--- src/rtl/axi4_w_sender_if.sv ---
// rtl/axi4_w_sender_if.sv - AXI4 write-data channel bundle
// Purpose: groups one W channel (data, strobes, last, user, valid/ready).
// Ports (signals):
//   wdata/wstrb/wlast/wuser/wvalid : driven by the channel master
//   wready                         : driven by the channel slave
// Modports: master (drives W beats), slave (accepts W beats).
interface axi4_w_sender_if #(
  parameter int DATA_W = 64,
  parameter int USER_W = 4
);
  logic [DATA_W-1:0]   wdata;
  logic [DATA_W/8-1:0] wstrb;
  logic                wlast;
  logic [USER_W-1:0]   wuser;
  logic                wvalid;
  logic                wready;

  modport master (output wdata, output wstrb, output wlast, output wuser,
                  output wvalid, input wready);
  modport slave  (input wdata, input wstrb, input wlast, input wuser,
                  input wvalid, output wready);
endinterface

--- src/rtl/axi4_w_sender.sv ---
// rtl/axi4_w_sender.sv - W-burst release/discard stage driven by AW decisions
// Purpose: holds per-transaction forward/drop decisions in a small FIFO and
//   either passes the head W burst straight to the master port or swallows it.
// Ports:
//   axi4_aclk, axi4_arstn : clock, asynchronous active-low reset
//   cmd_valid, cmd_drop   : one AW decision per pulse (1 = discard burst)
//   cmd_full              : decision queue full (stalls the AW sender)
//   s_axi4                : slave-side W channel (beats in)
//   m_axi4                : master-side W channel (beats out)
//   drop_done             : last beat of a discarded burst consumed
//   overflow_err          : sticky, a decision arrived with no room for it
module axi4_w_sender #(
  parameter int AXI_DATA_WIDTH = 64,
  parameter int AXI_USER_WIDTH = 4,
  parameter int CMD_DEPTH      = 4
) (
  input  logic                    axi4_aclk,
  input  logic                    axi4_arstn,
  input  logic                    cmd_valid,
  input  logic                    cmd_drop,
  output logic                    cmd_full,
  axi4_w_sender_if.slave          s_axi4,
  axi4_w_sender_if.master         m_axi4,
  output logic                    drop_done,
  output logic                    overflow_err
);

  localparam int PTR_W = $clog2(CMD_DEPTH);
  localparam int CNT_W = PTR_W + 1;

  localparam logic [1:0] ST_IDLE = 2'd0;
  localparam logic [1:0] ST_FWD  = 2'd1;
  localparam logic [1:0] ST_DROP = 2'd2;

  logic [CMD_DEPTH-1:0] r_q;
  logic [PTR_W-1:0]     r_wptr;
  logic [PTR_W-1:0]     r_rptr;
  logic [CNT_W-1:0]     r_count;
  logic                 r_full;
  logic                 r_ovf;
  logic [1:0]           r_state;

  logic                        w_push;
  logic                        w_pop;
  logic                        w_ovf;
  logic                        w_s_wready;
  logic                        w_m_wvalid;
  logic                        w_drop_done;
  logic [PTR_W-1:0]            w_wptr_nxt;
  logic [PTR_W-1:0]            w_rptr_nxt;
  logic [CNT_W-1:0]            w_count_nxt;
  logic                        w_head_nxt;
  logic [1:0]                  w_state_nxt;
  logic [AXI_DATA_WIDTH-1:0]   w_wdata;
  logic [AXI_DATA_WIDTH/8-1:0] w_wstrb;
  logic [AXI_USER_WIDTH-1:0]   w_wuser;

  // Payload is passed through unconditionally; only valid/ready are gated.
  assign w_wdata       = s_axi4.wdata;
  assign w_wstrb       = s_axi4.wstrb;
  assign w_wuser       = s_axi4.wuser;
  assign m_axi4.wdata  = w_wdata;
  assign m_axi4.wstrb  = w_wstrb;
  assign m_axi4.wuser  = w_wuser;
  assign m_axi4.wlast  = s_axi4.wlast;
  assign m_axi4.wvalid = w_m_wvalid;
  assign s_axi4.wready = w_s_wready;

  always_comb begin
    w_s_wready  = 1'b0;
    w_m_wvalid  = 1'b0;
    w_pop       = 1'b0;
    w_drop_done = 1'b0;
    case (r_state)
      ST_FWD: begin
        w_m_wvalid = s_axi4.wvalid;
        w_s_wready = m_axi4.wready;
        w_pop      = s_axi4.wvalid & m_axi4.wready & s_axi4.wlast;
      end
      ST_DROP: begin
        w_s_wready  = 1'b1;
        w_pop       = s_axi4.wvalid & s_axi4.wlast;
        w_drop_done = w_pop;
      end
      default: ;
    endcase
  end

  // A full queue still accepts a decision in the cycle its head retires.
  assign w_push = cmd_valid & (~r_full | w_pop);
  assign w_ovf  = cmd_valid & r_full & ~w_pop;

  assign w_wptr_nxt = w_push ? r_wptr + 1'b1 : r_wptr;
  assign w_rptr_nxt = w_pop  ? r_rptr + 1'b1 : r_rptr;

  always_comb begin
    w_count_nxt = r_count;
    if (w_push && !w_pop)      w_count_nxt = r_count + CNT_W'(1);
    else if (!w_push && w_pop) w_count_nxt = r_count - CNT_W'(1);
  end

  // The next head is the entry being written this cycle when the queue is
  // empty after the pop (or was empty); otherwise it is already stored.
  assign w_head_nxt = (w_push && (r_wptr == w_rptr_nxt)) ? cmd_drop : r_q[w_rptr_nxt];

  always_comb begin
    w_state_nxt = ST_IDLE;
    if (w_count_nxt != '0) w_state_nxt = w_head_nxt ? ST_DROP : ST_FWD;
  end

  always_ff @(posedge axi4_aclk or negedge axi4_arstn) begin
    if (!axi4_arstn) begin
      r_q     <= '0;
      r_wptr  <= '0;
      r_rptr  <= '0;
      r_count <= '0;
      r_full  <= 1'b0;
      r_ovf   <= 1'b0;
      r_state <= ST_IDLE;
    end else begin
      if (w_push) r_q[r_wptr] <= cmd_drop;
      r_wptr  <= w_wptr_nxt;
      r_rptr  <= w_rptr_nxt;
      r_count <= w_count_nxt;
      r_full  <= (w_count_nxt == CNT_W'(CMD_DEPTH));
      if (w_ovf) r_ovf <= 1'b1;
      r_state <= w_state_nxt;
    end
  end

  assign cmd_full     = r_full;
  assign drop_done    = w_drop_done;
  assign overflow_err = r_ovf;

endmodule

--- src/flat_wrapper.sv ---
// flat-port wrapper written by rule: the top's interface ports become plain ports
module axi4_w_sender_flat 
#(
  parameter int AXI_DATA_WIDTH = 64,
  parameter int AXI_USER_WIDTH = 4,
  parameter int CMD_DEPTH      = 4
)
  (axi4_aclk, axi4_arstn, cmd_valid, cmd_drop, cmd_full, drop_done, overflow_err, s_axi4_wdata, s_axi4_wstrb, s_axi4_wlast, s_axi4_wuser, s_axi4_wvalid, s_axi4_wready, m_axi4_wdata, m_axi4_wstrb, m_axi4_wlast, m_axi4_wuser, m_axi4_wvalid, m_axi4_wready);
  axi4_w_sender_if #(.DATA_W(64), .USER_W(4)) s_axi4_i ();
  axi4_w_sender_if #(.DATA_W(64), .USER_W(4)) m_axi4_i ();
  input  logic axi4_aclk;
  input  logic axi4_arstn;
  input  logic cmd_valid;
  input  logic cmd_drop;
  output logic cmd_full;
  output logic drop_done;
  output logic overflow_err;
  input wire logic [$bits(s_axi4_i.wdata)-1:0] s_axi4_wdata;
  input wire logic [$bits(s_axi4_i.wstrb)-1:0] s_axi4_wstrb;
  input wire logic [$bits(s_axi4_i.wlast)-1:0] s_axi4_wlast;
  input wire logic [$bits(s_axi4_i.wuser)-1:0] s_axi4_wuser;
  input wire logic [$bits(s_axi4_i.wvalid)-1:0] s_axi4_wvalid;
  output wire logic [$bits(s_axi4_i.wready)-1:0] s_axi4_wready;
  output wire logic [$bits(m_axi4_i.wdata)-1:0] m_axi4_wdata;
  output wire logic [$bits(m_axi4_i.wstrb)-1:0] m_axi4_wstrb;
  output wire logic [$bits(m_axi4_i.wlast)-1:0] m_axi4_wlast;
  output wire logic [$bits(m_axi4_i.wuser)-1:0] m_axi4_wuser;
  output wire logic [$bits(m_axi4_i.wvalid)-1:0] m_axi4_wvalid;
  input wire logic [$bits(m_axi4_i.wready)-1:0] m_axi4_wready;
  assign s_axi4_i.wdata = s_axi4_wdata;
  assign s_axi4_i.wstrb = s_axi4_wstrb;
  assign s_axi4_i.wlast = s_axi4_wlast;
  assign s_axi4_i.wuser = s_axi4_wuser;
  assign s_axi4_i.wvalid = s_axi4_wvalid;
  assign s_axi4_wready = s_axi4_i.wready;
  assign m_axi4_wdata = m_axi4_i.wdata;
  assign m_axi4_wstrb = m_axi4_i.wstrb;
  assign m_axi4_wlast = m_axi4_i.wlast;
  assign m_axi4_wuser = m_axi4_i.wuser;
  assign m_axi4_wvalid = m_axi4_i.wvalid;
  assign m_axi4_i.wready = m_axi4_wready;
  axi4_w_sender #(.AXI_DATA_WIDTH(AXI_DATA_WIDTH), .AXI_USER_WIDTH(AXI_USER_WIDTH), .CMD_DEPTH(CMD_DEPTH)) u_core (.axi4_aclk(axi4_aclk), .axi4_arstn(axi4_arstn), .cmd_valid(cmd_valid), .cmd_drop(cmd_drop), .cmd_full(cmd_full), .s_axi4(s_axi4_i), .m_axi4(m_axi4_i), .drop_done(drop_done), .overflow_err(overflow_err));
endmodule
--- config.mk ---
export PLATFORM = sky130hd
export DESIGN_NAME = axi4_w_sender_flat
export DESIGN_NICKNAME = d
export VERILOG_FILES = /design/src/rtl/axi4_w_sender_if.sv /design/src/rtl/axi4_w_sender.sv /design/src/flat_wrapper.sv
export SDC_FILE = /design/constraint.sdc
export NUM_CORES = 1
export LEC_CHECK = 0
export ABC_AREA = 1
export CAP_MARGIN = 30
export CORE_MARGIN = 10
export CORE_UTILIZATION = 32
export CTS_BUF_LIST = sky130_fd_sc_hd__clkbuf_4
export CTS_CLUSTER_DIAMETER = 30
export DETAILED_ROUTE_END_ITERATION = 8
export PLACE_DENSITY = 0.88
export SYNTH_ARGS = -nofsm -noshare
export SYNTH_HDL_FRONTEND = slang
export SYNTH_SLANG_ARGS = --single-unit
--- constraint.sdc ---
create_clock -name axi4_aclk -period 2.3 [get_ports axi4_aclk]
set_input_delay 0.23 -clock axi4_aclk [delete_from_list [all_inputs] [get_ports axi4_aclk]]
set_output_delay 0.23 -clock axi4_aclk [all_outputs]
set_load 0.01 [all_outputs]
==> impl_results.md, run 1 <==
* Status: completed
* Worst setup path start: u_core.r_state[0]$_DFF_PN0_
* Die width at ~90 um
* CTS Hold Buffers Added at 0
* IO Port Bufs at 12
* Vias per cell at just over 4
* Simple-gate share of the synthesized area at 21.0%
* Seq/Total Area, Yosys at ~24%
* Compound-Gate Fraction of Synth Area at 3.61%
* Multi-input logic area at approximately 510 um2
* DR WL/cell at 11.0 um
* Register area at 375 um2
* Post-route cell area at approximately 1200 um2
* Final-report setup violation count at 0
* Sw power at just under 0.0007 W
* Crit Path Max Fanout at 3
* Yosys cell types at 23
* Initial Utilization at around a third
* Synthesized area at ~1600 um2
* Placed cell count at approximately 200
* Pwr Density at approximately 1200 nW/um2
* Crit-path slowest cell: clkdlybuf4s50_1
* Post-CTS setup buffer count at 0
* Mux cell area share after synthesis at 0%
* Post-cts resize count at 0
* Worst endpoint required time at 2070 ps
* WS Path Type: register to output port
* Mean Syn Cell Area at 7.80 um2
* Crit path launch type: register
* RSZ-0062 raised after global routing: false
* Worst VDD drop at ~0.27 mV
* Setup TNS at 0 ps
* Worst r2r src: u_core.r_state[0]$_DFF_PN0_
* Clock share of power at 10.7%
* DR iter-0 viols at 89
* Syn Inst Count at 200
* Fraction of layout cells with a size suffix above 1 at 14.4%
* NumNets Final at around 230
* Sw frac at a little under half
* Area delta synth->final at -22.1%
* Fill cell count at between 500 and 600
* Final setup margin at between 300 and 400 ps
* Chip height at around 90 um
* Clock Pin Slew Worst Setup and Hold Paths at roughly 90 ps
* Non-filler instance count after layout at between 200 and 250
* Largest net degree at the start of global routing at 16
* Global-route wire length before repair at 4130 um
* Drt pass-1 iters at 4
* Clock Path Buffers at 2
* Number of synthesized register bits at 15
* Total number of vias at 843
* CTS tree: done
* Worst path arrival time at ~1700 ps
* Most common cell after layout, fill and taps aside: nand2_1
* Combinational Power Share at between 50% and 60%
* Warnings from Yosys at 0
* CP Cell Sequence: inv_1 -> ha_1 -> a21oi_2 -> clkdlybuf4s50_1
* Post-Synth XOR/XNOR Area at under 10%
* Routed Antenna Nets at 0
* Int Power at a little over 0.0008 W
* Slew Limit Fails at 0
* Grt ovf at 0
* Largest family of logic cells by synthesized area: buffers and inverters
* Initial antenna violation count at 0
* TritonCTS Sinks at 15
* Net Count, Synth at approximately 290
* Highest Clock Rate at between 500 and 600 MHz
* Least-Margin Pin Slew at 638 ps
* Min cycle time layout at roughly 2000 ps
* Inserted Diodes at 0
* Hold WS at about 340 ps
* Fin crit share at between 80% and 90%
* Row count at 25
* Num CTS Buffers at 3
* Pleak at 0.609 nW
* Most frequent cells in the layout: nand2_1, inv_1, dfrtp_1
* Relative slew slack at 57.3%
* DRT Wirelength at 2260 um
* CP max stage delay at roughly 560 ps
* Clock insertion delay at the later pin of the skew report at 280 ps
* H-tree depth at 1
* Number of remaining DRC errors at 0
* Placer Congestion at slightly above 0.8
* Crit. End Element: output port
* Pre-CTS WS at ~490 ps
* Worst Clk Skew at 1.40 ps
* Area share of fa/ha/maj cells after synthesis at between 6 and 7%
* Max cap viols at 0
* Root buf cell: clkbuf_4
* Hold violation count in the final report at 0
* Sequential Power Share at between 30% and 40%
* I/O pins at roughly 170
* Hpwl dp at roughly 1900 um
* All-Layer GR Usage at under 10%
* HP Class: input pin to async pin
* Core ar. at between 4000 and 5000 um2
* Vias in the first global route at 895
* Die Area at between 8000 and 9000 um2
* Placed cell area at around 1200 um2
logic make-up after synthesis:
| logic type | count (synthesis) |
|---|---|
| buffers and inverters | 101 |
| AND/OR/NAND/NOR | 63 |
| flip-flops | 15 |
| AO/OA/AOI/OAI | 10 |
| adder cells (fa/ha/maj) | 8 |
| XOR/XNOR | 3 |
stage by stage:
stage,utilization [%],total power [W]
3_5_place_dp,25.1,0.00135
4_1_cts,25.7,0.00151
6_report,25.7,0.00150
3_3_place_gp,25.1,0.00131
2_1_floorplan,-,0.00126
5_1_grt,25.7,0.00169
area by class of cell:
class | instances | share of cell area (%)
Sequential cell | 15 | 30.9
Inverter | 24 | 7.92
Multi-Input combinational cell | 84 | 42.0
Timing Repair Buffer | 12 | 9.88
Clock buffer | 4 | 2.47
Tap cell | 67 | 6.89
final timing paths:
kind	cells after the start	slack [ps]	end
min in group axi4_aclk	0	460	m_axi4_wdata[0]
max reg2reg	11	560	u_core.r_state[1]$_DFF_PN0_
min reg2reg	1	490	u_core.overflow_err$_DFFE_PN0P_
min	1	340	u_core.r_q[2]$_DFFE_PN0P_
max	4	340	s_axi4_wready
max in group asynchronous	1	1550	u_core.r_count[1]$_DFF_PN0_
flip-flops by register name (all words and copies together) (netlist names):
register and cells:
u_core.r_q 4, u_core.r_count 3, u_core.r_rptr 2, u_core.r_state 2
u_core.r_wptr 2, u_core.cmd_full 1, u_core.overflow_err 1
routing by layer:
layer / wire length [um] / track usage [%]
met5: 0 / 0
met2: 990 / 8.96
met1: 913 / 5.95
met4: 75 / 4.58
met3: 284 / 3.74
Yosys cell counts (all sizes together):
cell	count	area share, %
buf	77	37
nand2	41	12
inv	22	5.3
dfrtp	15	24
nand3	10	4.0
ha	8	6.4
nor2	8	2.4
o21ai	6	1.9
a21oi	3	1.2
clkinv	2	0.88
nand3b	2	0.96
nand4	2	1.2
xor2	2	1.1
o21bai	1	0.48
xnor2	1	0.56
worst max-delay path, delay by kind of cell (launching register included):
family                     cells  cell delay [ps]
AOI/OAI and AO/OA              1              160
buffers and inverters          2              610
adders and majority gates      1              310
DFF                            1              370
power groups by stage:
| stage | Sequential, W | Clock, W | Combinational [W] |
|---|---|---|---|
| 4_1_cts | 0.000492 | 0.000164 | 0.000856 |
| 6_report | 0.000491 | 0.000160 | 0.000848 |
| 5_1_grt | 0.000509 | 0.000177 | 0.00100 |
| 3_3_place_gp | 0.000492 | 0 | 0.000821 |
| 2_1_floorplan | 0.000481 | 0 | 0.000775 |
| 3_5_place_dp | 0.000496 | 0 | 0.000849 |
No activity file was read; power rests on OpenSTA's default activity.
==> run 2, diff against run 1 <==
Settings changed: SETUP_SLACK_MARGIN set to 0.02.
==> results of run 2 <==
Final layout, timing and power as in run 1 (identical DEF).
==> run 3, diff against run 2 <==
Settings changed: SETUP_SLACK_MARGIN 0.02 to 0.2.
==> results of run 3 <==
Final layout, timing and power as in run 1 (identical DEF).
